==> config.mk <==
export PLATFORM = sky130hd
export DESIGN_NAME = serial_add_sub_flat
export DESIGN_NICKNAME = d
export VERILOG_FILES = /design/src/rtl/serial_add_sub_if.sv /design/src/rtl/serial_add_sub.sv /design/src/flat_wrapper.sv
export SDC_FILE = /design/constraint.sdc
export NUM_CORES = 1
export LEC_CHECK = 0
export CORE_MARGIN = 3
export CORE_UTILIZATION = 31
export DETAILED_ROUTE_END_ITERATION = 10
export PLACE_DENSITY_LB_ADDON = 0.3
export SYNTH_ARGS = -nofsm -noshare
export SYNTH_HDL_FRONTEND = slang
export SYNTH_SLANG_ARGS = --single-unit
==> constraint.sdc <==
create_clock -name CLK -period 2.7 [get_ports CLK]
set_clock_uncertainty 0.2 [all_clocks]
set_input_delay 0.405 -clock CLK [delete_from_list [all_inputs] [get_ports CLK]]
set_output_delay 0.405 -clock CLK [all_outputs]
set_load 0.02 [all_outputs]
==> src/rtl/serial_add_sub_if.sv <==
// Operand/result bundle for the bit-serial adder/subtractor.
// The master drives the request side and the slave (the arithmetic unit) drives status and results.
interface serial_add_sub_if #(
    parameter int WIDTH = 8
);
    logic             START;
    logic             SUB;
    logic [WIDTH-1:0] A;
    logic [WIDTH-1:0] B;
    logic             BUSY;
    logic             DONE;
    logic [WIDTH-1:0] RESULT;
    logic             CARRY;
    logic             OVF;

    modport master (
        output START, SUB, A, B,
        input  BUSY, DONE, RESULT, CARRY, OVF
    );

    modport slave (
        input  START, SUB, A, B,
        output BUSY, DONE, RESULT, CARRY, OVF
    );
endinterface

==> src/rtl/serial_add_sub.sv <==
// Bit-serial A+B / A-B using one full-adder cell and a registered carry, LSB first.
// Latency: START sampled at edge k gives DONE after edge k+WIDTH; START is ignored while BUSY (no queueing).
module serial_add_sub #(
    parameter int WIDTH = 8
) (
    input  logic              CLK,
    input  logic              RST_N,
    serial_add_sub_if.slave   bus
);
    localparam int CW = $clog2(WIDTH + 1);

    typedef enum logic {
        IDLE,
        RUN
    } state_t;

    state_t           state;
    state_t           state_nxt;

    logic [WIDTH-1:0] sa;
    logic [WIDTH-1:0] sb;
    logic [WIDTH-1:0] res_sr;
    logic             mode;
    logic             c;
    logic [CW-1:0]    cnt;

    logic [WIDTH-1:0] result_q;
    logic             carry_q;
    logic             ovf_q;
    logic             done_q;

    logic             start_acc;
    logic             step;
    logic             last;

    logic             bb;
    logic             s;
    logic             c_nxt;
    logic [WIDTH:0]   res_cat;
    logic [WIDTH-1:0] res_nxt;

    always_ff @(posedge CLK or negedge RST_N) begin
        if (!RST_N) begin
            state <= IDLE;
        end else begin
            state <= state_nxt;
        end
    end

    always_comb begin
        state_nxt = state;
        start_acc = 1'b0;
        step      = 1'b0;
        last      = 1'b0;
        case (state)
            IDLE: begin
                if (bus.START) begin
                    start_acc = 1'b1;
                    state_nxt = RUN;
                end
            end
            RUN: begin
                step = 1'b1;
                if (cnt == CW'(WIDTH - 1)) begin
                    last      = 1'b1;
                    state_nxt = IDLE;
                end
            end
            default: state_nxt = IDLE;
        endcase
    end

    // Subtraction is A + ~B + 1: invert B per bit and preload the carry with 1.
    always_comb begin
        bb      = sb[0] ^ mode;
        s       = sa[0] ^ bb ^ c;
        c_nxt   = (sa[0] & bb) | (sa[0] & c) | (bb & c);
        res_cat = {s, res_sr};
        res_nxt = res_cat[WIDTH:1];
    end

    always_ff @(posedge CLK or negedge RST_N) begin
        if (!RST_N) begin
            sa       <= '0;
            sb       <= '0;
            res_sr   <= '0;
            mode     <= 1'b0;
            c        <= 1'b0;
            cnt      <= '0;
            result_q <= '0;
            carry_q  <= 1'b0;
            ovf_q    <= 1'b0;
            done_q   <= 1'b0;
        end else begin
            done_q <= last;
            if (start_acc) begin
                sa     <= bus.A;
                sb     <= bus.B;
                mode   <= bus.SUB;
                c      <= bus.SUB;
                cnt    <= '0;
                res_sr <= '0;
            end else if (step) begin
                sa     <= sa >> 1;
                sb     <= sb >> 1;
                c      <= c_nxt;
                res_sr <= res_nxt;
                cnt    <= cnt + CW'(1);
                // On the MSB step c is the carry into the MSB.
                if (last) begin
                    result_q <= res_nxt;
                    carry_q  <= c_nxt;
                    ovf_q    <= c ^ c_nxt;
                end
            end
        end
    end

    assign bus.BUSY   = (state == RUN);
    assign bus.DONE   = done_q;
    assign bus.RESULT = result_q;
    assign bus.CARRY  = carry_q;
    assign bus.OVF    = ovf_q;
endmodule

==> src/flat_wrapper.sv <==
// flat-port wrapper written by rule: the top's interface ports become plain ports
module serial_add_sub_flat 
#(
    parameter int WIDTH = 8
)
  (CLK, RST_N, bus_START, bus_SUB, bus_A, bus_B, bus_BUSY, bus_DONE, bus_RESULT, bus_CARRY, bus_OVF);
  serial_add_sub_if #(.WIDTH(WIDTH)) bus_i ();
  input  logic CLK;
  input  logic RST_N;
  input wire logic [$bits(bus_i.START)-1:0] bus_START;
  input wire logic [$bits(bus_i.SUB)-1:0] bus_SUB;
  input wire logic [$bits(bus_i.A)-1:0] bus_A;
  input wire logic [$bits(bus_i.B)-1:0] bus_B;
  output wire logic [$bits(bus_i.BUSY)-1:0] bus_BUSY;
  output wire logic [$bits(bus_i.DONE)-1:0] bus_DONE;
  output wire logic [$bits(bus_i.RESULT)-1:0] bus_RESULT;
  output wire logic [$bits(bus_i.CARRY)-1:0] bus_CARRY;
  output wire logic [$bits(bus_i.OVF)-1:0] bus_OVF;
  assign bus_i.START = bus_START;
  assign bus_i.SUB = bus_SUB;
  assign bus_i.A = bus_A;
  assign bus_i.B = bus_B;
  assign bus_BUSY = bus_i.BUSY;
  assign bus_DONE = bus_i.DONE;
  assign bus_RESULT = bus_i.RESULT;
  assign bus_CARRY = bus_i.CARRY;
  assign bus_OVF = bus_i.OVF;
  serial_add_sub #(.WIDTH(WIDTH)) u_core (.CLK(CLK), .RST_N(RST_N), .bus(bus_i));
endmodule
==> results.md <==
- Via count: 1178
- Synthesized cell area: 1760 sq um
- TritonCTS buffer count: 5
- Chip Width: 81.3 microns
- Slowest CP cell: clkdlybuf4s50_1
- Int Power: 1.46 mW
- Hpwl dp: 2090 microns
- Maximum buffer depth of the clock tree: 2
- DRC Markers: 0
- Worst R2R End: u_core.bus.RESULT[6]
- Gpl congestion: 0.699
- H-tree depth: 2
- Share of layout cells above drive strength 1: 9.09%
- Largest net degree at the start of global routing: 46
- Initial antenna violation count: 0
- Switching portion of total power: 34.6%
- Sequential share of power: 45.5%
- I/O pin cnt: 32
- Reg2reg setup slack: 0.94 ns
- CTS clk-pin slew, worst paths: 0.07 ns
- RR Startpoint: u_core.bus.BUSY
- Worst-Skew Late Latency: 0.28 ns
- Worst vdd ir: 384 uV
- Sw power: 775 uW
- Vias per inst: 4.58
- Hold buffers post-CTS: 0
- Crit path kind: input port to flip-flop
- Share of the clock period used by the worst path: 68.5%
- Pre-Repair DR Iteration Count: 3
- Largest delay contributor family on the critical path: buffers and inverters
- Most common cell after layout, fill and taps aside: dfrtp_1
- Avg WL per Cell: 12.0 microns
- Crit path max fanout: 15
- Row cnt: 26
- Pins Over Slew Limit: 0
- Top cells by area, synth: dfrtp_1, mux2i_1, o21ai_0, nand2_1, mux2_2
- Synthesis-to-layout area growth: 24.7%
- Ant. Diodes: 0
- RSZ-0062 raised after global routing: false
- Min cycle time layout: 1.85 ns
- Post-Syn Instances: 155
- Final setup violation count: 0
- GRT Overall Usage: 10.6%
- Worst endpoint required time: 2.65 ns
- Seq/Total Area, Yosys: 58.3%
- CP startpoint kind: input port
- Syn_area_per_cell: 11.3 sq um
- IO Port Bufs: 31
- Vias in the first global route: 1134
- P_leak: 1.02 nW
- Final Hold Fails: 0
- Yosys top cell area share: 58.3%
- Setup TNS: 0 ns
- Logic pwr share: 37.6%
- CP endpoint kind: flip-flop
- Final ANT Viol Nets: 0
- First-pass GRT wire length: 5420 microns
- Util after Layout: 41.4%
- Cell taking the most area after synthesis: dfrtp_1
- Rel. slew slack: 40.6%
- # resized after CTS: 0
- Core box area: 5300 sq um
- Initial drt markers: 72
- CP cell instances: clkdlybuf4s50_1 > buf_4 > mux2i_1 > o21ai_0
- Final #Nets: 208
- Worst hold path type: input port to async pin
- Die area: 6610 sq um
- DRT Wirelength: 3080 microns
- Synth warnings: 0
- Clock Tree Root: clkbuf_8
- Overall die height: 81.3 microns
- Number of fill cells: 520
- Netlist cell types: 26
- Pwr per Cell Area: 1020 nW/um^2
- Register-to-Register Path Depth: 3
- Worst Path Buf+Inv: 2
- Grt ovf: 0
- Max incr delay on CP: 0.73 ns
- Most frequent cells in the layout: dfrtp_1, nand2_1, clkdlybuf4s50_1
- Status: finished clean
- CP arrival: 1.80 ns
- Post-CTS setup buffers: 0
- Clock power share: 16.8%
- Yosys reg bits: 41
- Max Cap Viol: 0
- # clock sinks: 41
- Peak Freq: 540 MHz
- CTS tree: yes
- Mapped Nets: 177
- Initial core utilization: 33.2%
- Slew @ Worst Pin: 0.892 ns
[stage by stage]
stage               total power, mW  instance area [sq um]  hold slack, ns  setup WS, ns  instances
floorplan                      1.60                   1760         -0.0906          1.18        155
global placement               1.87                   2110           0.267         0.585        249
detailed placement             1.89                   2110           0.272         0.525        249
CTS                            2.28                   2190          0.0679         0.825        257
global route                   2.43                   2190           0.109         0.719        257
finish                         2.24                   2190          0.0412         0.849        257
[cell type report]
| cell class | count | area, sq um | share of cell area, % |
|---|---|---|---|
| Clock buffer | 8 | 80.1 | 3.65 |
| Inverter | 5 | 18.8 | 0.856 |
| Multi-Input combinational cell | 100 | 661 | 30.1 |
| Sequential cell | 41 | 1030 | 46.8 |
| Tap cell | 70 | 87.6 | 3.99 |
| Timing Repair Buffer | 33 | 320 | 14.6 |
[worst reg2reg max path, delay by kind of cell (launching register included)]
| family | cells | cell delay, ns |
|---|---|---|
| flip-flops | 1 | 0.35 |
| buffers and inverters | 1 | 0.38 |
| AND/OR/NAND/NOR | 1 | 0.33 |
| multiplexers | 1 | 0.38 |
[worst max-delay path by stage]
stage,start,endpoint,slack (ns),depth (start not counted)
after floorplan,u_core.bus.BUSY,u_core.bus.RESULT[4],1.18,4
after global placement,bus_START,u_core.sa[1],0.59,4
after detailed placement,bus_START,u_core.sa[3],0.53,4
after CTS,u_core.bus.BUSY,bus_BUSY,0.82,1
after global routing,bus_START,u_core.sb[5],0.72,4
final,bus_START,u_core.sb[5],0.85,4
[per-layer routing]
layer	track usage (%)	wire [microns]	up-vias
met3	3.44	184	6
met2	14.7	1270	31
met4	3.55	37	0
met1	15.3	1590	553
li1	-	-	588
met5	0	0	-
[synthesized netlist by cell type, drive strengths merged]
cell type and instances:
xor2 1, nand2 32, a21boi 1, fa 1, inv 4, mux2i 16, o211a 1, nand4b 1
a21oi 2, nand3 1, nor2b 1, a22o 2, o21ai 26, buf 5, nor2 4, dfrtp 41
o22ai 1, clkinv 1, a31o 1, clkbuf 4, mux2 7, ha 1, xnor2 1
[registers in the layout, summed over array words and instances (netlist names)]
| name | cells |
|---|---|
| u_core.bus.DONE | 1 |
| u_core.mode | 1 |
| u_core.bus.OVF | 1 |
| u_core.bus.RESULT | 8 |
| u_core.bus.BUSY | 1 |
| u_core.c | 1 |
| u_core.cnt | 4 |
| u_core.bus.CARRY | 1 |
| u_core.sa | 8 |
| u_core.sb | 8 |
| u_core.res_sr | 7 |
[cell families after synthesis]
family | after synthesis | share of synthesized area (%)
flops | 41 | 58.3
simple gates | 39 | 9.67
buf+inv | 14 | 4.12
mux | 23 | 14.2
fa+ha+maj | 2 | 1.85
xor+xnor | 2 | 0.996
compound gates | 34 | 10.8
[power by group through the flow]
stage / sequential [mW] / clock, mW / combinational, mW
floorplan: 1.09 / 0 / 0.511
global placement: 1.03 / 0 / 0.841
detailed placement: 1.03 / 0 / 0.860
CTS: 1.02 / 0.391 / 0.860
global route: 1.06 / 0.415 / 0.958
finish: 1.02 / 0.377 / 0.843
Power figures use the tool's default switching activity.
